$ cat config.mk
export PLATFORM = sky130hd
export DESIGN_NAME = vp_recovery_ctrl
export DESIGN_NICKNAME = d
export VERILOG_FILES = /design/src/rtl/vp_recovery_pkg.sv /design/src/rtl/vp_undo_log.sv /design/src/rtl/vp_recovery_ctrl.sv
export SDC_FILE = /design/constraint.sdc
export NUM_CORES = 1
export LEC_CHECK = 0
export ABC_CLOCK_PERIOD_IN_PS = 8900
export BUFFER_PORTS_ARGS = -buffer_cell sky130_fd_sc_hd__buf_2
export CELL_PAD_IN_SITES_DETAIL_PLACEMENT = 1
export CELL_PAD_IN_SITES_GLOBAL_PLACEMENT = 2
export CORE_ASPECT_RATIO = 0.8
export CORE_MARGIN = 2
export CORE_UTILIZATION = 40
export CTS_BUF_LIST = sky130_fd_sc_hd__clkbuf_8
export DETAILED_ROUTE_END_ITERATION = 8
export MAX_ROUTING_LAYER = met4
export PLACE_DENSITY_LB_ADDON = 0.1
export SLEW_MARGIN = 20
export SYNTH_ARGS = -nofsm -noshare
export SYNTH_HDL_FRONTEND = slang
export SYNTH_SLANG_ARGS = --single-unit
$ cat constraint.sdc
create_clock -name clk -period 8.9 [get_ports clk]
set_clock_uncertainty 0.15 [all_clocks]
set_input_delay 2.225 -clock clk [delete_from_list [all_inputs] [get_ports clk]]
set_output_delay 2.225 -clock clk [all_outputs]
set_load 0.02 [all_outputs]
$ cat src/rtl/vp_recovery_pkg.sv
// rtl/vp_recovery_pkg.sv - shared types and widths for the value-prediction recovery controller
package vp_recovery_pkg;

  // Core-wide widths normally supplied by the MIPS core header.
  localparam int DATA_WIDTH   = 32;
  localparam int ADDR_WIDTH   = 32;
  localparam int VP_REG_WIDTH = 5;

  typedef enum logic [2:0] {
    IDLE,
    SPEC,
    RESTORE,
    REDIRECT,
    INHIBIT
  } vp_rec_state_t;

  typedef struct packed {
    logic [VP_REG_WIDTH-1:0] rd;
    logic [DATA_WIDTH-1:0]   data;
  } undo_entry_t;

endpackage

$ cat src/rtl/vp_undo_log.sv
// rtl/vp_undo_log.sv - undo LIFO holding pre-speculation register values
module vp_undo_log
  import vp_recovery_pkg::*;
#(
  parameter int DEPTH = 8
) (
  input  logic        clk,
  input  logic        rst_n,
  input  logic        clear,
  input  logic        push,
  input  undo_entry_t push_entry,
  input  logic        pop,
  output undo_entry_t top_entry,
  output logic        full,
  output logic        empty
);

  localparam int AW = $clog2(DEPTH);
  localparam int CW = AW + 1;

  undo_entry_t   mem [DEPTH];
  logic [CW-1:0] count;

  assign full      = (count == CW'(DEPTH));
  assign empty     = (count == '0);
  assign top_entry = mem[AW'(count - CW'(1))];

  // Pushes into a full log are silently dropped; the controller stalls writeback first.
  always_ff @(posedge clk) begin
    if (!rst_n || clear) begin
      count <= '0;
    end else if (push && !full) begin
      mem[count[AW-1:0]] <= push_entry;
      count              <= count + CW'(1);
    end else if (pop && !empty) begin
      count <= count - CW'(1);
    end
  end

endmodule

$ cat src/rtl/vp_recovery_ctrl.sv
// rtl/vp_recovery_ctrl.sv - load value-prediction recovery FSM (undo-log replay, squash, redirect)
// Optional VP_RECOVERY_DEBUG_EN: trace state changes, pushes and restores; flag log overflow.
module vp_recovery_ctrl
  import vp_recovery_pkg::*;
#(
  parameter int LOG_DEPTH = 8,
  parameter int REG_WIDTH = VP_REG_WIDTH
) (
  input  logic                  clk,
  input  logic                  rst_n,
  input  logic                  vp_out_valid,
  input  logic [ADDR_WIDTH-1:0] predicted_pc,
  input  logic                  recover,
  input  logic                  done,
  input  logic                  wb_valid,
  input  logic [REG_WIDTH-1:0]  wb_reg,
  input  logic [DATA_WIDTH-1:0] wb_old_data,
  input  logic                  dcache_valid,
  output logic                  recover_en,
  output logic                  stall_spec,
  output logic                  flush,
  output logic                  restore_valid,
  output logic [REG_WIDTH-1:0]  restore_reg,
  output logic [DATA_WIDTH-1:0] restore_data,
  output logic                  redirect_valid,
  output logic [ADDR_WIDTH-1:0] redirect_pc,
  output logic                  recovery_done,
  output logic                  vp_inhibit
);

  vp_rec_state_t         state;
  logic [ADDR_WIDTH-1:0] cap_pc;
  logic                  log_push, log_pop, log_clear, log_full, log_empty;
  undo_entry_t           push_entry, log_top;

  // A write in the same cycle as the window closing belongs to neither outcome.
  assign log_push        = (state == SPEC) && wb_valid && (wb_reg != '0) && !recover && !done;
  assign log_pop         = (state == RESTORE) && !log_empty;
  assign log_clear       = (state == IDLE) || ((state == SPEC) && done && !recover);
  assign push_entry.rd   = VP_REG_WIDTH'(wb_reg);
  assign push_entry.data = wb_old_data;
  assign stall_spec      = log_full;

  vp_undo_log #(.DEPTH(LOG_DEPTH)) u_log (
    .clk        (clk),
    .rst_n      (rst_n),
    .clear      (log_clear),
    .push       (log_push),
    .push_entry (push_entry),
    .pop        (log_pop),
    .top_entry  (log_top),
    .full       (log_full),
    .empty      (log_empty)
  );

  always_ff @(posedge clk) begin
    if (!rst_n) begin
      state          <= IDLE;
      cap_pc         <= '0;
      recover_en     <= 1'b0;
      flush          <= 1'b0;
      restore_valid  <= 1'b0;
      restore_reg    <= '0;
      restore_data   <= '0;
      redirect_valid <= 1'b0;
      redirect_pc    <= '0;
      recovery_done  <= 1'b0;
      vp_inhibit     <= 1'b0;
    end else begin
      flush          <= 1'b0;
      restore_valid  <= 1'b0;
      redirect_valid <= 1'b0;
      recovery_done  <= 1'b0;
      case (state)
        IDLE: if (vp_out_valid) begin
          state      <= SPEC;
          cap_pc     <= predicted_pc;
          recover_en <= 1'b1;
        end
        SPEC: if (recover) begin
          state      <= RESTORE;
          flush      <= 1'b1;
          recover_en <= 1'b0;
        end else if (done) begin
          state      <= IDLE;
          recover_en <= 1'b0;
        end
        RESTORE: if (!log_empty) begin
          restore_valid <= 1'b1;
          restore_reg   <= REG_WIDTH'(log_top.rd);
          restore_data  <= log_top.data;
        end else begin
          state          <= REDIRECT;
          redirect_valid <= 1'b1;
          redirect_pc    <= cap_pc;
          recovery_done  <= 1'b1;
        end
        REDIRECT: begin
          state      <= INHIBIT;
          vp_inhibit <= 1'b1;
        end
        INHIBIT: if (dcache_valid) begin
          state      <= IDLE;
          vp_inhibit <= 1'b0;
        end
        default: state <= IDLE;
      endcase
    end
  end

`ifdef VP_RECOVERY_DEBUG_EN
  vp_rec_state_t state_q;
  logic          overflow_q;

  always_ff @(posedge clk) begin
    if (!rst_n) begin
      state_q    <= IDLE;
      overflow_q <= 1'b0;
    end else begin
      state_q <= state;
      if (state_q != state)
        $display("vp_recovery: state %s -> %s", state_q.name(), state.name());
      if (log_push && !log_full)
        $display("vp_recovery: push r%0d old=%h", wb_reg, wb_old_data);
      if (log_push && log_full) begin
        overflow_q <= 1'b1;
        $error("vp_recovery: undo log overflow, r%0d dropped", wb_reg);
      end
      if (log_pop)
        $display("vp_recovery: restore r%0d <= %h", log_top.rd, log_top.data);
    end
  end
`else
  // Release build: no monitors, identical ports and timing.
`endif

endmodule

==> impl_metrics.py, run 1 <==
metrics = {
    "setup_path": {
        "r2r_end": "u_log.mem[4][1]",
        "ff2ff_setup_slack_ns": 5.29,
        "crit_fanout": 34,
        "endpoint_kind": "primary output",
        "crit_path_end": "stall_spec",
        "reg2reg_depth": 8,
        "crit_arrival_ns": 2.47,
        "cp-start-kind": "flip-flop",
        "reg2reg_from": "u_log.count[0]",
        "critPathKind": "reg -> out",
        "cp-startpoint": "u_log.count[0]",
        "crit_required_ns": 6.53,
    },
    "sta": {
        "drv_slew": 0,
        "finalCritPeriodShare": 0.544,
        "tns_ns": 0,
        "worstMarginPinSlew_ns": 0.985,
        "clock.fmax_mhz": 206,
        "finalSetupViolCount": 0,
        "hold_viol_final": 0,
        "grt_setup_unrepaired": "false",
        "fin_ws_ns": 4.06,
        "min_period_ns": 4.84,
        "slew_headroom": 0.343,
    },
    "global_route": {
        "overflow": 0,
        "antenna_found_initial": 3,
        "grt_use_total": 0.186,
        "grt_max_degree": 55,
        "grt_pass1_vias": 9005,
        "grt_pass1_wl_um": 53800,
    },
    "pwr": {
        "p_per_area_mw_per_mm2": 207,
        "p_clk_frac": 0.402,
        "sw_frac_of_total": 0.225,
        "seqPwrFrac": 0.562,
        "p_leak_nw": 5.91,
        "ir_drop_uv": 126,
        "switching_power_mw": 0.827,
        "total_power_mw": 3.68,
        "internal_power_mw": 2.86,
        "combPwrFrac": 0.036,
    },
    "placed_design": {
        "dpl_cell_area_mm2": 0.0166,
        "hpwl_um": 20300,
        "dp_slack_ns": 4.16,
        "dp_cells": 1539,
        "gp_congestion": 0.693,
        "io_buffers": 151,
    },
    "clock_network": {
        "clk_pin_slew_worst_paths_ns": 0.06,
        "cts_inserted_buffers": 67,
        "root_buffer": "clkbuf_8",
        "holdBufCountCts": 0,
        "h-tree-depth": 3,
        "clk_latency_ns": 0.60,
        "ctsResizeCount": 0,
        "clock_sinks": 409,
        "postCtsSetupRepairBufs": 0,
        "cts_buffer_depth": 3,
        "cts_tree": "built",
    },
    "final_layout": {
        "final_nets": 1191,
        "layout.cells.most_common": "edfxtp_1",
        "mostFrequentLayoutCells": "edfxtp_1 (296), nand2_1 (172), buf_2 (151)",
        "largest_register_ffs": 296,
        "final_layout_size_suffix_gt1_frac": 0.352,
        "finalNonFillerCells": 1661,
        "area_growth_pct": 16.2,
        "fin_area_mm2": 0.0178,
    },
    "logic_synthesis": {
        "synth_top_flop_cell": "edfxtp_1",
        "synth_xor_area_frac": 0.00114,
        "synthArstFlopShare": 0,
        "yosys.area.top_type": "edfxtp_1",
        "synth_area_leaders": "edfxtp_1 (58%), dfxtp_1 (15%), mux4_2 (11%)",
        "synth_edf_count": 296,
        "synth_area_mm2": 0.0153,
        "synth-seq-cells": 409,
        "synth.distinct_cells": 48,
        "synth_compound_area_frac": 0.0772,
        "synth.avg_cell_area_um2": 16.5,
        "synth_fa_ha_area_frac": 0.00163,
        "synth_mux_area_frac": 0.109,
        "ys_seq_area_frac": 0.727,
        "synth_top_family_by_area": "multiplexers",
        "synthesis.nets": 1009,
        "netlist_instances": 931,
        "synth_top_cell_area_share": 0.580,
        "synth-simple-area-share": 0.0614,
        "synth_warnings": 0,
    },
    "floorplan": {
        "die_y_um": 179,
        "die-area_mm2": 0.0399,
        "fp.dieW_um": 223,
        "start_util": 0.403,
        "core_area_mm2": 0.0380,
        "rows": 64,
        "io_pins": 152,
    },
    "routing": {
        "vias": 8453,
        "vias_per_cell": 5.09,
        "wl_um": 35400,
        "drtIter0Drc": 457,
        "first_pass_iters": 5,
        "wl_per_cell_um": 21.3,
        "drcViolationCount": 0,
        "final_antenna_net_count": 0,
    },
    "flow_run": {
        "cap_violations": 0,
    },
    "run_status": {
        "status": "completed",
    },
    "hold_path": {
        "hp-class": "reg -> reg",
    },
}
## worst min-delay path by stage
| stage | start | endpoint | slack, ns | depth (start not counted) |
|---|---|---|---|---|
| floorplan | cap_pc[0] | redirect_pc[0] | 0.28 | 2 |
| global route | redirect_pc[4] | redirect_pc[4] | 0.32 | 2 |
| global placement | restore_data[26] | restore_data[26] | 0.29 | 2 |
| CTS | cap_pc[16] | redirect_pc[16] | 0.30 | 2 |
| finish | cap_pc[16] | redirect_pc[16] | 0.29 | 2 |
| detailed placement | restore_data[26] | restore_data[26] | 0.29 | 2 |
## cell type report
type                       count  area [µm²]
tap                          495         619
antenna                        3        7.51
multi-input combinational    459        3930
inverter                       6        25.0
fill                        3760       20200
clock buffer                  70         963
timing repair buffer         170         898
sequential                   409       11200
clock inverter                49         226
## logic make-up (layout without fill, tap and decap cells)
family	Yosys count	after routing
AOI/OAI and AO/OA	160	160
xor gates and xnor gates	2	2
DFF	409	409
adders and majority gates	2	2
buffers and inverters	63	295
muxes	75	75
and+or+nand+nor	220	220
other	0	3
## synth_stat cells (all sizes together), types with 3 or more instances
master,instances
clkbuf,34
dfxtp,113
nand2,172
o21ai,7
nor3,8
nor2,20
nor3b,3
nand2b,3
a21oi,107
buf,23
inv,6
nand3,3
a22oi,37
edfxtp,296
mux4,74
## routing by layer
| metal | up-vias | GRT usage | wire (µm) |
|---|---|---|---|
| li1 | 3925 | - | - |
| met1 | 4273 | 0.244 | 16100 |
| met2 | 191 | 0.290 | 16800 |
| met3 | 64 | 0.0444 | 1730 |
| met4 | 0 | 0.0545 | 779 |
| met5 | - | - | 0 |
## metrics by stage
stage,util,hold slack [ns]
finish,0.469,0.292
global route,0.469,0.318
CTS,0.468,0.299
detailed placement,0.437,0.295
global placement,0.437,0.288
floorplan,-,0.282
## critical path: stages (launching register included)
cell and delay (ns):
dfxtp_4 0.81, inv_1 0.24, ha_4 0.25, nand2b_1 0.23
nor2_1 0.15, buf_2 0.20
## power groups by stage
stage | Combinational [mW] | Clock [mW] | Sequential (mW)
floorplan | 0.0702 | 0 | 2.11
global placement | 0.133 | 0 | 2.11
detailed placement | 0.135 | 0 | 2.11
CTS | 0.135 | 1.54 | 2.07
global route | 0.149 | 1.61 | 2.07
finish | 0.132 | 1.48 | 2.07
(Power assumes the default switching activity.)
==> run 2: changes to the inputs <==
--- a/config.mk
+++ b/config.mk
@@ -5,7 +5,7 @@
 export SDC_FILE = /design/constraint.sdc
 export NUM_CORES = 1
 export LEC_CHECK = 0
-export ABC_CLOCK_PERIOD_IN_PS = 8900
+export ABC_CLOCK_PERIOD_IN_PS = 5100
 export BUFFER_PORTS_ARGS = -buffer_cell sky130_fd_sc_hd__buf_2
 export CELL_PAD_IN_SITES_DETAIL_PLACEMENT = 1
 export CELL_PAD_IN_SITES_GLOBAL_PLACEMENT = 2
==> constraint.sdc (replaced) <==
create_clock -name clk -period 5.1 [get_ports clk]
set_clock_uncertainty 0.15 [all_clocks]
set_input_delay 1.275 -clock clk [delete_from_list [all_inputs] [get_ports clk]]
set_output_delay 1.275 -clock clk [all_outputs]
set_load 0.02 [all_outputs]
==> run 2 against run 1 <==
  * Sequential share of layout area is 0.54 points lower
  * Largest cell class unchanged
  * Largest power group unchanged
  * Routed wire length down 0.86%
  * Sequential cell count did not move
==> impl_metrics.py, run 2 (synthesis gave the netlist of run 1 again) <==
metrics = {
    "floorplan": {
        "start_util": 0.403,
        "core_area_mm2": 0.0380,
        "die_y_um": 179,
        "fp.dieW_um": 223,
        "die-area_mm2": 0.0399,
        "io_pins": 152,
        "rows": 64,
    },
    "routing": {
        "first_pass_iters": 4,
        "vias_per_cell": 5.02,
        "drcViolationCount": 0,
        "drtIter0Drc": 388,
        "vias": 8379,
        "wl_um": 35100,
        "final_antenna_net_count": 0,
        "wl_per_cell_um": 21.0,
    },
    "clock_network": {
        "clk_pin_slew_worst_paths_ns": 0.06,
        "clock_sinks": 409,
        "ctsResizeCount": 0,
        "clk_latency_ns": 0.61,
        "cts_buffer_depth": 3,
        "postCtsSetupRepairBufs": 0,
        "cts_tree": "built",
        "cts_inserted_buffers": 68,
        "h-tree-depth": 3,
        "root_buffer": "clkbuf_8",
        "holdBufCountCts": 0,
    },
    "pwr": {
        "p_leak_nw": 5.97,
        "total_power_mw": 6.60,
        "p_per_area_mw_per_mm2": 367,
        "ir_drop_uv": 167,
    },
    "placed_design": {
        "dp_cells": 1541,
        "hpwl_um": 21200,
        "io_buffers": 151,
        "gp_congestion": 0.714,
    },
    "final_layout": {
        "final_nets": 1194,
        "fillers": 3757,
        "finalNonFillerCells": 1669,
        "final_layout_size_suffix_gt1_frac": 0.361,
        "mostFrequentLayoutCells": "edfxtp_1 (296), nand2_1 (171), buf_2 (151)",
        "area_growth_pct": 17.2,
        "layout.cells.most_common": "edfxtp_1",
        "largest_register_ffs": 296,
    },
    "global_route": {
        "antenna_found_initial": 3,
        "use_met2": 0.293,
        "top_usage_layer": "met2",
        "grt_pass1_wl_um": 53900,
        "grtUsageMet3": 0.0459,
        "overflow": 0,
        "grt_pass1_vias": 8819,
        "grt_use_total": 0.186,
        "grt_max_degree": 68,
        "grt_use_met1": 0.241,
    },
    "setup_path": {
        "crit_required_ns": 3.67,
        "reg2reg_depth": 5,
        "slowest_delay_ns": 0.38,
        "cp_cell_sequence": "inv_1 -> ha_4 -> nand2b_1 -> nor2_1 -> buf_2",
        "slowest_stage": "dfxtp_1",
        "critPathBufInv": 2,
        "critPathKind": "reg -> out",
        "cp-start-kind": "flip-flop",
        "critical-path-top-delay-family": "buffers and inverters",
        "endpoint_kind": "primary output",
        "crit_fanout": 6,
        "crit_cells": 5,
        "crit_arrival_ns": 2.14,
    },
    "sta": {
        "slew_headroom": 0.399,
        "finalCritPeriodShare": 0.698,
        "clock.fmax_mhz": 281,
        "whs_ns": 0.297,
        "min_period_ns": 3.56,
        "worstMarginPinSlew_ns": 0.902,
        "drv_slew": 0,
        "finalSetupViolCount": 0,
        "hold_viol_final": 0,
        "grt_setup_unrepaired": "false",
    },
    "flow_run": {
        "cap_violations": 0,
    },
    "hold_path": {
        "hold_path_depth": 2,
        "hp-class": "reg -> reg",
    },
    "run_status": {
        "status": "completed",
    },
}
[run 2: cell types whose count changed in the layout (fill, tap and decap cells not counted), sizes merged]
cell,change
clkbuf,+9
buf,+2
clkinvlp,+2
clkinv,-5
[run 2: final cells by class]
class,count,area [µm²],area share
clock inverter,46,226,0.0126
antenna,3,7.51,0.000418
multi-input combinational,459,3950,0.220
clock buffer,79,1090,0.0605
inverter,6,25.0,0.00139
sequential,409,11200,0.620
tap,495,619,0.0344
timing repair buffer,172,913,0.0508
[run 2: through the flow]
stage / area (µm²) / setup slack (ns) / utilization / setup TNS, ns
5_1_grt: 18000 / 1.18 / 0.473 / 0
3_3_place_gp: 16700 / 1.13 / 0.438 / 0
4_1_cts: 18000 / 1.42 / 0.473 / 0
6_report: 18000 / 1.54 / 0.473 / 0
2_1_floorplan: 15300 / -0.0719 / - / -5.32
3_5_place_dp: 16700 / 1.08 / 0.438 / 0
[run 2: worst min-delay path: cells and delay by family (launching register included)]
family / cells / cell delay (ns)
AOI/OAI and AO/OA: 1 / 0.05
DFF: 1 / 0.30
and+or+nand+nor: 1 / 0.05
[run 2: path summary, 6_finish.rpt]
path,startpoint,end,slack (ns)
setup / recovery,u_log.count[1],stall_spec,1.54
hold / removal,restore_data[29],restore_data[29],0.30
setup reg to reg,u_log.count[0],u_log.mem[5][27],1.60
hold reg to reg,restore_data[29],restore_data[29],0.30
[run 2: power breakdown]
part,switching [mW],internal (mW),leakage [nW]
clock,1.30,1.47,0.747
sequential,0.0204,3.59,3.58
combinational,0.159,0.0717,1.65
total,1.48,5.13,5.97
[run 2: per-layer routing]
layer | wire, µm | vias up | share of wire
li1 | - | 3928 | -
met1 | 16000 | 4236 | 0.46
met2 | 16800 | 154 | 0.48
met3 | 1560 | 61 | 0.045
met4 | 705 | 0 | 0.020
met5 | 0 | - | 0
==> run 3: changes to the inputs <==
--- a/config.mk
+++ b/config.mk
@@ -5,7 +5,7 @@
 export SDC_FILE = /design/constraint.sdc
 export NUM_CORES = 1
 export LEC_CHECK = 0
-export ABC_CLOCK_PERIOD_IN_PS = 5100
+export ABC_CLOCK_PERIOD_IN_PS = 3700
 export BUFFER_PORTS_ARGS = -buffer_cell sky130_fd_sc_hd__buf_2
 export CELL_PAD_IN_SITES_DETAIL_PLACEMENT = 1
 export CELL_PAD_IN_SITES_GLOBAL_PLACEMENT = 2
==> constraint.sdc (replaced) <==
create_clock -name clk -period 3.7 [get_ports clk]
set_clock_uncertainty 0.15 [all_clocks]
set_input_delay 0.925 -clock clk [delete_from_list [all_inputs] [get_ports clk]]
set_output_delay 0.925 -clock clk [all_outputs]
set_load 0.02 [all_outputs]
==> run 3 against run 2 <==
  * Combinational power up 45%
  * Utilization up 0.52 points
  * Register-to-register slack worse by 0.96 ns
  * Design area up 1.1%
  * Critical path depth unchanged
  * Non-clock buffer count up 13
  * Sequential cell count unchanged
  * Via count up 2.7%
  * Count of clock-buffer cells in the layout down 3
  * Power up 38%
  * Sequential share of layout area down 0.67 points
  * Worst hold slack worse by 0.0017 ns
==> impl_metrics.py, run 3 (synthesis gave the netlist of run 1 again) <==
metrics = {
    "clock_network": {
        "root_buffer": "clkbuf_8",
        "cts_inserted_buffers": 68,
        "cts_buffer_depth": 3,
        "clk_latency_ns": 0.60,
        "ctsResizeCount": 0,
        "postCtsSetupRepairBufs": 0,
        "clk_pin_slew_worst_paths_ns": 0.06,
        "clock_sinks": 409,
        "h-tree-depth": 3,
        "cts_tree": "built",
        "holdBufCountCts": 0,
    },
    "placed_design": {
        "io_buffers": 151,
        "hpwl_um": 20900,
        "dp_cells": 1553,
        "dpl_cell_area_mm2": 0.0169,
        "gp_congestion": 0.720,
    },
    "floorplan": {
        "die_y_um": 179,
        "die-area_mm2": 0.0399,
        "fp.dieW_um": 223,
        "io_pins": 152,
        "core_area_mm2": 0.0380,
        "rows": 64,
        "start_util": 0.403,
    },
    "sta": {
        "finalCritPeriodShare": 0.833,
        "slew_headroom": 0.267,
        "worstMarginPinSlew_ns": 1.10,
        "grt_setup_unrepaired": "false",
        "finalSetupViolCount": 0,
        "clock.fmax_mhz": 324,
        "drv_slew": 0,
        "min_period_ns": 3.08,
        "hold_viol_final": 0,
    },
    "routing": {
        "vias": 8605,
        "drcViolationCount": 0,
        "vias_per_cell": 5.13,
        "wl_per_cell_um": 21.1,
        "first_pass_iters": 5,
        "wl_um": 35500,
        "drtIter0Drc": 474,
        "final_antenna_net_count": 0,
    },
    "final_layout": {
        "multiInputGateArea_mm2": 0.00396,
        "fin_area_mm2": 0.0182,
        "final_layout_size_suffix_gt1_frac": 0.364,
        "finalNonFillerCells": 1679,
        "regArea_mm2": 0.0112,
        "largest_register_ffs": 296,
        "area_growth_pct": 18.5,
        "mostFrequentLayoutCells": "edfxtp_1 (296), nand2_1 (172), buf_2 (151)",
        "fillers": 3725,
        "layout.cells.most_common": "edfxtp_1",
        "final_nets": 1207,
    },
    "hold_path": {
        "hp-class": "reg -> reg",
    },
    "global_route": {
        "grt_pass1_vias": 9003,
        "antenna_found_initial": 3,
        "grt_use_total": 0.187,
        "grt_pass1_wl_um": 53900,
        "grt_max_degree": 46,
        "overflow": 0,
    },
    "setup_path": {
        "cp-start-kind": "flip-flop",
        "crit_fanout": 6,
        "critPathKind": "reg -> out",
        "endpoint_kind": "primary output",
        "crit_required_ns": 2.62,
        "crit_arrival_ns": 2.01,
    },
    "pwr": {
        "ir_drop_uv": 215,
        "p_leak_nw": 6.05,
        "p_per_area_mw_per_mm2": 500,
    },
    "flow_run": {
        "cap_violations": 0,
    },
    "run_status": {
        "status": "completed",
    },
}
run 3: changes by cell type in the layout (fill, tap and decap cells not counted), sizes merged:
| cell | before | now |
|---|---|---|
| bufinv | 1 | 2 |
| clkbuf | 79 | 76 |
| buf | 172 | 185 |
| clkinv | 18 | 20 |
| clkinvlp | 4 | 1 |
run 3: report_power, final:
part           total [mW]  internal [mW]  switching [mW]
combinational       0.334          0.108           0.226
sequential           4.97           4.95          0.0226
clock                3.78           2.02            1.76
total                9.09           7.08            2.01
run 3: worst paths after layout:
kind	from	end	slack, ns	cells past startpoint
worst min-delay path	cap_pc[18]	redirect_pc[18]	0.30	2
worst min register to register	cap_pc[18]	redirect_pc[18]	0.30	2
worst max-delay path	u_log.count[1]	stall_spec	0.62	5
worst max register to register	u_log.count[1]	u_log.mem[2][16]	0.64	8
run 3: per-layer routing:
layer,routed length (µm),track usage
met1,16300,0.245
met2,16900,0.290
met3,1550,0.0434
met4,709,0.0598
met5,0,-
run 3: worst max-delay path: stages (launching register included):
cell and delay, ns:
dfxtp_1 0.38, inv_1 0.22, ha_4 0.20, nand2b_1 0.08, nor2_1 0.27, buf_2 0.25
run 3: layout make-up:
| class | count | share of cell area |
|---|---|---|
| multi-input combinational | 459 | 0.218 |
| inverter | 6 | 0.00138 |
| timing repair buffer | 185 | 0.0622 |
| clock buffer | 76 | 0.0575 |
| antenna | 3 | 0.000413 |
| sequential | 409 | 0.614 |
| tap | 495 | 0.0341 |
| clock inverter | 46 | 0.0131 |
run 3: stage by stage:
step	hold slack [ns]	power [mW]	TNS [ns]	utilization	worst slack, ns
finish	0.295	9.09	0	0.478	0.617
global route	0.317	9.45	0	0.478	0.431
CTS	0.304	9.24	0	0.477	0.524
detailed placement	0.293	5.41	0	0.444	0.100
global placement	0.287	5.41	0	0.444	0.200
floorplan	0.282	5.25	-40.50	-	-0.244
